### src/rtl/spi_dac_frame_rx.sv
// SPI responder for MCP4911-format 16-bit write frames. Pins are synchronized
// into clk, a small FSM collects one frame per CS-low window, and accepted
// frames are committed to the control outputs either immediately on CS rise or
// on the next sample_clk strobe (LDAC-style), depending on LATCH_ON_SAMPLE.
module spi_dac_frame_rx #(
    parameter int LATCH_ON_SAMPLE = 1,
    parameter int MIN_HALF        = 3
) (
    input  logic       clk,
    input  logic       reset_n,
    input  logic       sample_clk,
    input  logic       SCK_PIN,
    input  logic       CS_PIN,
    input  logic       MOSI_PIN,
    output logic [9:0] data_out,
    output logic       buf_out,
    output logic       gain_1x,
    output logic       shdn_n,
    output logic       frame_valid,
    output logic       frame_error,
    output logic       busy
);

    localparam bit LATCH = (LATCH_ON_SAMPLE != 0);
    // Reset value of the committed fields {BUF, GA_n, SHDN_n, D9..D0}.
    localparam logic [12:0] OUT_RST = {1'b0, 1'b1, 1'b1, 10'd0};

    // Below two clk per level, consecutive SCK edges can merge inside the
    // synchronizer and bits are lost; nothing in this block can compensate.
    if (MIN_HALF < 2) begin : g_min_half_unsupported
    end

    typedef enum logic [1:0] {
        IDLE  = 2'd0,
        SHIFT = 2'd1,
        CHECK = 2'd2
    } state_t;

    state_t      r_state;
    state_t      w_state_nxt;
    logic [2:0]  r_sck_sync;   // [1] synchronized, [2] previous for edge detect
    logic [2:0]  r_cs_sync;
    logic [1:0]  r_mosi_sync;
    logic [4:0]  r_cnt;
    logic [15:0] r_sr;
    logic [12:0] r_stage;
    logic        r_pending;
    logic [12:0] r_out;

    logic w_sck_rise;
    logic w_cs_fall;
    logic w_cs_rise;
    logic w_accept;
    logic w_bad_len;
    logic w_commit_direct;
    logic w_commit_stage;

    // Synchronizers; reset to 0 so a CS already low at reset release does not
    // look like a falling edge and a frame in flight is never picked up.
    always_ff @(posedge clk) begin
        if (!reset_n) begin
            r_sck_sync  <= 3'b000;
            r_cs_sync   <= 3'b000;
            r_mosi_sync <= 2'b00;
        end else begin
            r_sck_sync  <= {r_sck_sync[1:0], SCK_PIN};
            r_cs_sync   <= {r_cs_sync[1:0], CS_PIN};
            r_mosi_sync <= {r_mosi_sync[0], MOSI_PIN};
        end
    end

    assign w_sck_rise = r_sck_sync[1] & ~r_sck_sync[2];
    assign w_cs_fall  = ~r_cs_sync[1] & r_cs_sync[2];
    assign w_cs_rise  = r_cs_sync[1] & ~r_cs_sync[2];

    // State register.
    always_ff @(posedge clk) begin
        if (!reset_n) r_state <= IDLE;
        else          r_state <= w_state_nxt;
    end

    // Next state and length/A-B resolution of the collected frame.
    always_comb begin
        w_state_nxt = r_state;
        w_accept    = 1'b0;
        w_bad_len   = 1'b0;
        case (r_state)
            IDLE:  if (w_cs_fall) w_state_nxt = SHIFT;
            SHIFT: if (w_cs_rise) w_state_nxt = CHECK;
            CHECK: begin
                w_state_nxt = IDLE;
                if (r_cnt == 5'd16) w_accept  = ~r_sr[15];
                else                w_bad_len = 1'b1;
            end
            default: w_state_nxt = IDLE;
        endcase
    end

    // Bit counter and shift register; counter saturates at 17 so any overlong
    // frame still reads as a bad length.
    always_ff @(posedge clk) begin
        if (!reset_n) begin
            r_cnt <= 5'd0;
            r_sr  <= 16'd0;
        end else if (r_state == IDLE && w_cs_fall) begin
            r_cnt <= 5'd0;
            r_sr  <= 16'd0;
        end else if (r_state == SHIFT && w_sck_rise) begin
            r_sr <= {r_sr[14:0], r_mosi_sync[1]};
            if (r_cnt != 5'd17) r_cnt <= r_cnt + 5'd1;
        end
    end

    // A frame accepted in the same cycle as a strobe bypasses staging, so the
    // newest frame always wins.
    assign w_commit_direct = w_accept & (~LATCH | sample_clk);
    assign w_commit_stage  = LATCH & sample_clk & r_pending & ~w_accept;

    // Staging, pending flag and committed outputs.
    always_ff @(posedge clk) begin
        if (!reset_n) begin
            r_stage   <= 13'd0;
            r_pending <= 1'b0;
            r_out     <= OUT_RST;
        end else begin
            if (w_commit_direct)     r_out <= r_sr[14:2];
            else if (w_commit_stage) r_out <= r_stage;

            if (LATCH && w_accept && !sample_clk) begin
                r_stage   <= r_sr[14:2];
                r_pending <= 1'b1;
            end else if (sample_clk) begin
                r_pending <= 1'b0;
            end
        end
    end

    assign buf_out     = r_out[12];
    assign gain_1x     = r_out[11];
    assign shdn_n      = r_out[10];
    assign data_out    = r_out[9:0];
    assign frame_valid = reset_n & (w_commit_direct | w_commit_stage);
    assign frame_error = reset_n & w_bad_len;
    assign busy        = reset_n & (r_state == SHIFT);

endmodule

### config.mk
export PLATFORM = sky130hd
export DESIGN_NAME = spi_dac_frame_rx
export DESIGN_NICKNAME = d
export VERILOG_FILES = /design/src/rtl/spi_dac_frame_rx.sv
export SDC_FILE = /design/constraint.sdc
export NUM_CORES = 1
export LEC_CHECK = 0
export CAP_MARGIN = 20
export CORE_UTILIZATION = 40
export DETAILED_ROUTE_END_ITERATION = 16
export PLACE_DENSITY_LB_ADDON = 0.12
export SYNTH_ARGS = -nofsm -noshare
export SYNTH_HDL_FRONTEND = slang
export SYNTH_SLANG_ARGS = --single-unit
### constraint.sdc
create_clock -name clk -period 1.6 [get_ports clk]
set_input_delay 0.32 -clock clk [delete_from_list [all_inputs] [get_ports clk]]
set_output_delay 0.32 -clock clk [all_outputs]
set_load 0.02 [all_outputs]
==> results.md, run 1 <==
* Status: complete, but fails checks
* Violated checks: negative setup slack
* Initial Util at 41.5%
* Routed WL at 4850 um
* Post-synth EDFFs at 0
* MaxCap Viol Count at 0
* Total gr overflow at 0
* Max Transition Viols Final at 0
* Final setup viols at 18
* CTS buffer count at 9
* Initial antenna violation count at 0
* Total instance count after detailed placement at 348
* Fin crit period at 1860 ps
* Seq/Total Area, Yosys at 50.8%
* Met1 Use GR at 21.2%
* Max Fclk at 537 MHz
* Synthesis-stage register bit count at 58
* Cells along the critical path: inv_2, ha_4, nand4bb_4, nor3_4, o211ai_1, buf_4, inv_4, buf_6
* Worst rel slew slack at 74.6%
* # DRC at 0
* CTS tree: built
* Worst skew pair latency at 330 ps
* Syn Area/Cell at 9.33 sq um
* Static Leak at 1.23 nW
* Worst setup margin at -261 ps
* Sink Count at 58
* Slowest-stage cell, CP: dfxtp_2
* RSZ-0062 raised after global routing: yes
* Top Usage Layer GRT: met2
* Fin crit share at 116%
* WL/cell at 13.3 um
* Share of cells above drive strength 1 at 21.4%
* Power Dens Cells at 972 nW/um^2
* Largest net degree at the start of global routing at 28
* Core area at 5510 sq um
* First-pass GRT wire length at 8150 um
* Met3 usage at 4.24%
* H-tree levels at 3
* Max FO, Critical Path at 2
* Inserted Diodes at 0
* Router iterations before antenna repair at 4
* Total power at 2.97 mW
* Synth top area share at 50.8%
* CTS Hold Bufs at 0
* Die width at 77.6 um
* Synth cell types at 38
* Fraction of registers with async set/reset at 0%
* Fin. Hold Viols at 0
* Kind of critical path: reg -> out
* Gate Count Post-Synth at 245
* Data arrival, critical path at 1540 ps
* DR iter-0 viols at 110
* # IOs at 22
* Die Y at 77.6 um
* Setup crit end kind: output pin
* Standard-cell rows at 27
* Final ANT Viol Nets at 0
* CTS root buf: clkbuf_8
* Required @ worst endpoint at 1280 ps
* Hold WC Path Type: reg -> reg
* Vias in the first global route at 1768
* Total number of vias at 1847
* Count of nets after finishing at 298
* Reg clk slew, reported paths at 60 ps
* Yosys warnings at 0
* Syn Nets at 254
* Routed vias/inst at 5.05
* Count of buffers from port buffering at 21
* Final HPWL DP at 3110 um
* Syn Std Cell Area at 2280 sq um
* Max clock buf depth at 2
* Non-filler cells, final at 366
* Ys flop type: dfxtp_1
* Gr usage total at 17.7%
* Clk_skew at 5.59 ps
* Setup crit start kind: register
* Grt met2 use at 29.0%
* Yosys top cell by area: dfxtp_1
* Worst Max-Slew Pin Slew at 376 ps
* Layout fillers at 500
* VDD IR max at 0.000839 V
* Final Wtd Congestion at 0.725
* Pre-CTS setup slack at -505 ps
* Synth top area cells: dfxtp_1 51%, nand2_1 7.1%, mux2i_1 6.1%
* Die area at 6020 sq um
* Max incr delay on CP at 320 ps
* Layout area overhead at 33.7%
[sequential cells by signal, indices dropped and copies added (netlist names)]
register / cells
r_cnt: 5
r_cs_sync: 3
r_mosi_sync: 2
r_out: 13
r_pending: 1
r_sck_sync: 3
r_sr: 16
r_stage: 13
r_state: 2
[worst paths after layout]
path,endpoint,slack [ps],cells past startpoint,start
setup / recovery,frame_valid,-260,8,r_cnt[1]
hold / removal,r_cs_sync[1],430,1,r_cs_sync[0]
setup reg to reg,r_out[10],-200,8,r_cnt[1]
hold reg to reg,r_cs_sync[1],430,1,r_cs_sync[0]
[power breakdown]
part	internal [mW]	total, mW	switching, mW
Clock	0.891	1.43	0.539
Sequential	1.45	1.46	0.00413
Combinational	0.0400	0.0813	0.0413
Total	2.38	2.97	0.585
[cells in the final DEF (no fill, tap or decap), drive strengths merged, types with 13 or more instances in the layout]
| cell | n |
|---|---|
| dfxtp | 58 |
| nand2 | 43 |
| buf | 31 |
| o22ai | 22 |
| a21oi | 18 |
| clkbuf | 15 |
| mux2i | 14 |
| nor2b | 13 |
[cell usage after synthesis, drive strengths merged (3+ instances only)]
cell type,count
inv,8
nand3,4
xor2,3
dfxtp,58
o22ai,22
o21ai,3
and2,8
a21oi,18
nand2,43
clkbuf,8
or3,3
nor2b,13
mux2i,14
buf,8
nor2,8
ha,3
[routing by layer]
metal	routed length, um	vias up
met1	2240	880
met4	87	0
met2	2400	23
met5	0	-
li1	-	935
met3	127	9
[repair_timing]
action,4_1_cts,5_1_grt
setup buffers,1,0
pin swaps,2,0
cloned,0,1
hold endpoints to repair,0,0
setup endpoints to repair,35,43
gates resized for setup,26,15
[through the flow]
step	cell area, sq um	TNS (ps)	hold slack, ps	util [%]
after floorplan	2300	-66.1	412	-
after global routing	3050	-4660	459	55.5
after detailed placement	2760	-7970	424	50.1
after CTS	2990	-2390	437	54.3
final	3050	-2340	433	55.5
after global placement	2760	-6840	415	50.1
[layout make-up]
cell class,count,area (sq um),area share (%)
Timing Repair Buffer,49,460,15.1
Inverter,8,32.5,1.07
Multi-Input combinational cell,163,1090,35.7
Sequential cell,58,1160,38.1
Clock buffer,15,186,6.10
Clock inverter,1,30.0,0.983
Tap cell,72,90.1,2.95
[worst max-delay path: cells and delay by family, from the launching register on]
kind | cells | cell delay (ps)
AND/OR/NAND/NOR | 2 | 260
adder cells (fa/ha/maj) | 1 | 140
flip-flops | 1 | 320
buffers and inverters | 4 | 380
AO/OA/AOI/OAI | 1 | 100
[logic make-up (layout without fill, tap and decap cells)]
kind of cell    Yosys count  in the layout  share of synthesized area, %
simple gates             93             93                          22.5
buf+inv                  24             73                          4.60
fa+ha+maj                 3              3                          1.64
xor+xnor                  4              4                          1.53
mux                      14             14                          6.13
compound gates           49             49                          12.8
flops                    58             58                          50.8
No activity file was read; power rests on OpenSTA's default activity.
==> run 2: changes to the inputs <==
--- a/config.mk
+++ b/config.mk
@@ -6,6 +6,7 @@
 export NUM_CORES = 1
 export LEC_CHECK = 0
 export CAP_MARGIN = 20
+export CORE_MARGIN = 3
 export CORE_UTILIZATION = 40
 export DETAILED_ROUTE_END_ITERATION = 16
 export PLACE_DENSITY_LB_ADDON = 0.12
==> constraint.sdc (replaced) <==
create_clock -name clk -period 1.6 [get_ports clk]
set_input_delay 0.4 -clock clk [delete_from_list [all_inputs] [get_ports clk]]
set_output_delay 0.4 -clock clk [all_outputs]
set_load 0.02 [all_outputs]
==> run 2 against run 1 <==
  * First-iteration DRC count down 30%
  * Critical path depth decreased by 1
  * Register-to-register slack worse by 120 ps
  * Utilization grew 4.8 points
  * Total power rose by 4.7%
  * Final area is 4.7% higher
  * The run still ends with negative setup slack left
  * Largest power group is now the clock network
  * Non-clock buffer count rose by 7
  * Wire length is 6.1% higher
  * Fmax fell by 5.4%
  * Flip-flop and latch count stayed put
==> results.md, run 2 (synthesis results as in run 1) <==
* Setup tns final at -6600 ps (was -2340 ps)
* Data arrival, critical path at 1570 ps (was 1540 ps)
* Biggest regs: r_sr (16), r_out (13), r_stage (13) (unchanged)
* Reg clk slew, reported paths at 60 ps (about the same)
* Worst skew pair latency at 330 ps (about the same)
* CTS root buf: clkbuf_8 (unchanged)
* Net Sw Power at 613 uW (was 585 uW)
* Max incr delay on CP at 320 ps (about the same)
* MaxCap Viol Count at 0 (unchanged)
* CP bufs+invs at 4 (unchanged)
* Largest net degree at the start of global routing at 28 (unchanged)
* Static Leak at 1.19 nW (was 1.23 nW)
* Most common cell after layout, fill and taps aside: dfxtp_1 (unchanged)
* DR iter-0 viols at 77 (was 110)
* Count of buffers from port buffering at 21 (unchanged)
* Reg with most FFs: r_sr (unchanged)
* Pint at 2.50 mW (was 2.39 mW)
* Total gr overflow at 0 (unchanged)
* Clock power frac at 50.4% (was 48.2%)
* Final ANT Viol Nets at 0 (unchanged)
* Share of cells above drive strength 1 at 26.9% (was 21.4%)
* # DRC at 0 (unchanged)
* Max Transition Viols Final at 0 (unchanged)
* Slowest-stage cell, CP: dfxtp_2 (unchanged)
* Non-filler cells, final at 371 (was 366)
* Switching share of total power at 19.7% (about the same)
* WL/cell at 13.9 um (was 13.3 um)
* Setup crit start kind: register (unchanged)
* Sink Count at 58 (unchanged)
* CTS tree: built (unchanged)
* Routed vias/inst at 5.07 (was 5.05)
* Comb power frac at 2.8% (was 2.7%)
* Initial Util at 43.1% (was 41.5%)
* Standard-cell rows at 26 (was 27)
* CTS Hold Bufs at 0 (unchanged)
* Fin crit share at 123% (was 116%)
* Gr usage total at 16.6% (was 17.7%)
* Final Util at 60.3% (was 55.5%)
* Crit-path leading delay family: buffers and inverters (unchanged)
* Max FFs per register at 16 (unchanged)
* Top cell by count, worst path: buf_6
* Flop pwr share at 46.9% (was 49.1%)
* Inserted Diodes at 0 (unchanged)
* Worst rel slew slack at 75.1% (was 74.6%)
* Max FO, Critical Path at 4 (was 2)
* Final Wtd Congestion at 0.752 (was 0.725)
* Die Y at 81.6 um (was 77.6 um)
* # IOs at 22 (unchanged)
* Status: complete, but fails checks (unchanged)
* Die area at 6650 sq um (was 6020 sq um)
* Violated checks: negative setup slack (unchanged)
* Layout fillers at 479 (was 500)
* FF-to-FF Start: r_cnt[1] (unchanged)
* First-pass GRT wire length at 8270 um (was 8150 um)
* Worst Max-Slew Pin Slew at 370 ps (was 376 ps)
* Routed WL at 5150 um (was 4850 um)
* Final setup viols at 28 (was 18)
* Router iterations before antenna repair at 4 (unchanged)
* Fin. Hold Viols at 0 (unchanged)
* Initial antenna violation count at 0 (unchanged)
* Count of nets after finishing at 305 (was 298)
* Max clock buf depth at 2 (unchanged)
* Pre-CTS setup slack at -656 ps (was -505 ps)
* Crit. Startpoint: r_cnt[1] (unchanged)
* Worst setup margin at -368 ps (was -261 ps)
* Kind of critical path: reg -> out (unchanged)
* Die width at 81.6 um (was 77.6 um)
* Clk_skew at 7.82 ps (was 5.59 ps)
* Cells along the critical path: inv_2, ha_4, nand4bb_4, buf_4, buf_6, and4b_1, buf_6 (was inv_2, ha_4, nand4bb_4, nor3_4, o211ai_1, buf_4, inv_4, buf_6)
* Hold WC Path Type: reg -> reg (unchanged)
* RSZ-0062 raised after global routing: yes (unchanged)
* Total number of vias at 1881 (was 1847)
* Final HPWL DP at 3060 um (was 3110 um)
* Core area at 5300 sq um (was 5510 sq um)
* CTS buffer count at 9 (unchanged)
* Fin crit period at 1970 ps (was 1860 ps)
* Total instance count after detailed placement at 347 (was 348)
* VDD IR max at 0.000805 V (was 0.000839 V)
* Min Hold Slack at 439 ps (was 433 ps)
* H-tree levels at 3 (unchanged)
* Setup crit end kind: output pin (unchanged)
* Worst hold start: r_mosi_sync[1] (was r_cs_sync[0])
* Max Fclk at 508 MHz (was 537 MHz)
* Most frequent cells in the layout: 55 x dfxtp_1, 43 x nand2_1, 26 x buf_4 (was 56 x dfxtp_1, 43 x nand2_1, 22 x buf_4)
* Power Dens Cells at 973 nW/um^2 (was 972 nW/um^2)
* Required @ worst endpoint at 1200 ps (was 1280 ps)
* Vias in the first global route at 1749 (was 1768)
* Layout area overhead at 39.9% (was 33.7%)
## run 2: changes by cell type in the layout (fill, tap and decap cells not counted), moves of 2 or more
cell	delta
clkbuf_1	-2
dlygate4sd2_1	+7
o22ai_2	+4
buf_4	+4
dlymetal6s2s_1	-7
o22ai_1	-4
## run 2: repair_timing
| item | CTS | global route |
|---|---|---|
| cloned | 1 | 2 |
| pin swaps | 2 | 1 |
| gates resized for setup | 32 | 26 |
| endpoints found under the setup margin | 42 | 42 |
| buffers inserted | 2 | 3 |
## run 2: layout make-up
| type | count | area (sq um) | area share [%] |
|---|---|---|---|
| inverters | 8 | 32.5 | 1.02 |
| multi-input cells | 163 | 1140 | 35.8 |
| repair buffers | 56 | 531 | 16.6 |
| well taps | 70 | 87.6 | 2.74 |
| flip-flops and latches | 58 | 1160 | 36.4 |
| clock inverters | 4 | 72.6 | 2.27 |
| clock buffers | 12 | 165 | 5.17 |
## run 2: power by group through the flow
stage          logic [mW]  clock network (mW)  registers [mW]
3_3_place_gp       0.0825                   0            1.49
5_1_grt            0.0960                1.66            1.46
2_1_floorplan      0.0423                   0            1.49
6_report           0.0862                1.57            1.46
3_5_place_dp       0.0832                   0            1.49
4_1_cts            0.0825                1.60            1.46
## run 2: per-layer routing
layer,part of all wire [%],vias up,GRT usage (%)
met5,0,-,0
met4,2.6,0,7.31
met3,4.3,11,6.58
met2,51,28,27.4
met1,43,891,18.9
li1,-,951,-
## run 2: tightest hold or removal path, cell delays in order (launching register included)
cell,delay [ps]
dfxtp_1,290
nand2_1,50
a21oi_1,50
## run 2: path summary, 6_finish.rpt
path                       to  slack [ps]  cells after the start
setup / recovery  frame_error        -370                      7
hold / removal        r_sr[0]         440                      2
setup reg to reg  r_stage[11]        -320                     11
hold reg to reg       r_sr[0]         440                      2
## run 2: metrics by stage
stage               cell area [sq um]  power [mW]
floorplan                        2300        1.53
global placement                 2780        1.57
detailed placement               2780        1.57
CTS                              3060        3.14
global route                     3200        3.22
finish                           3200        3.11
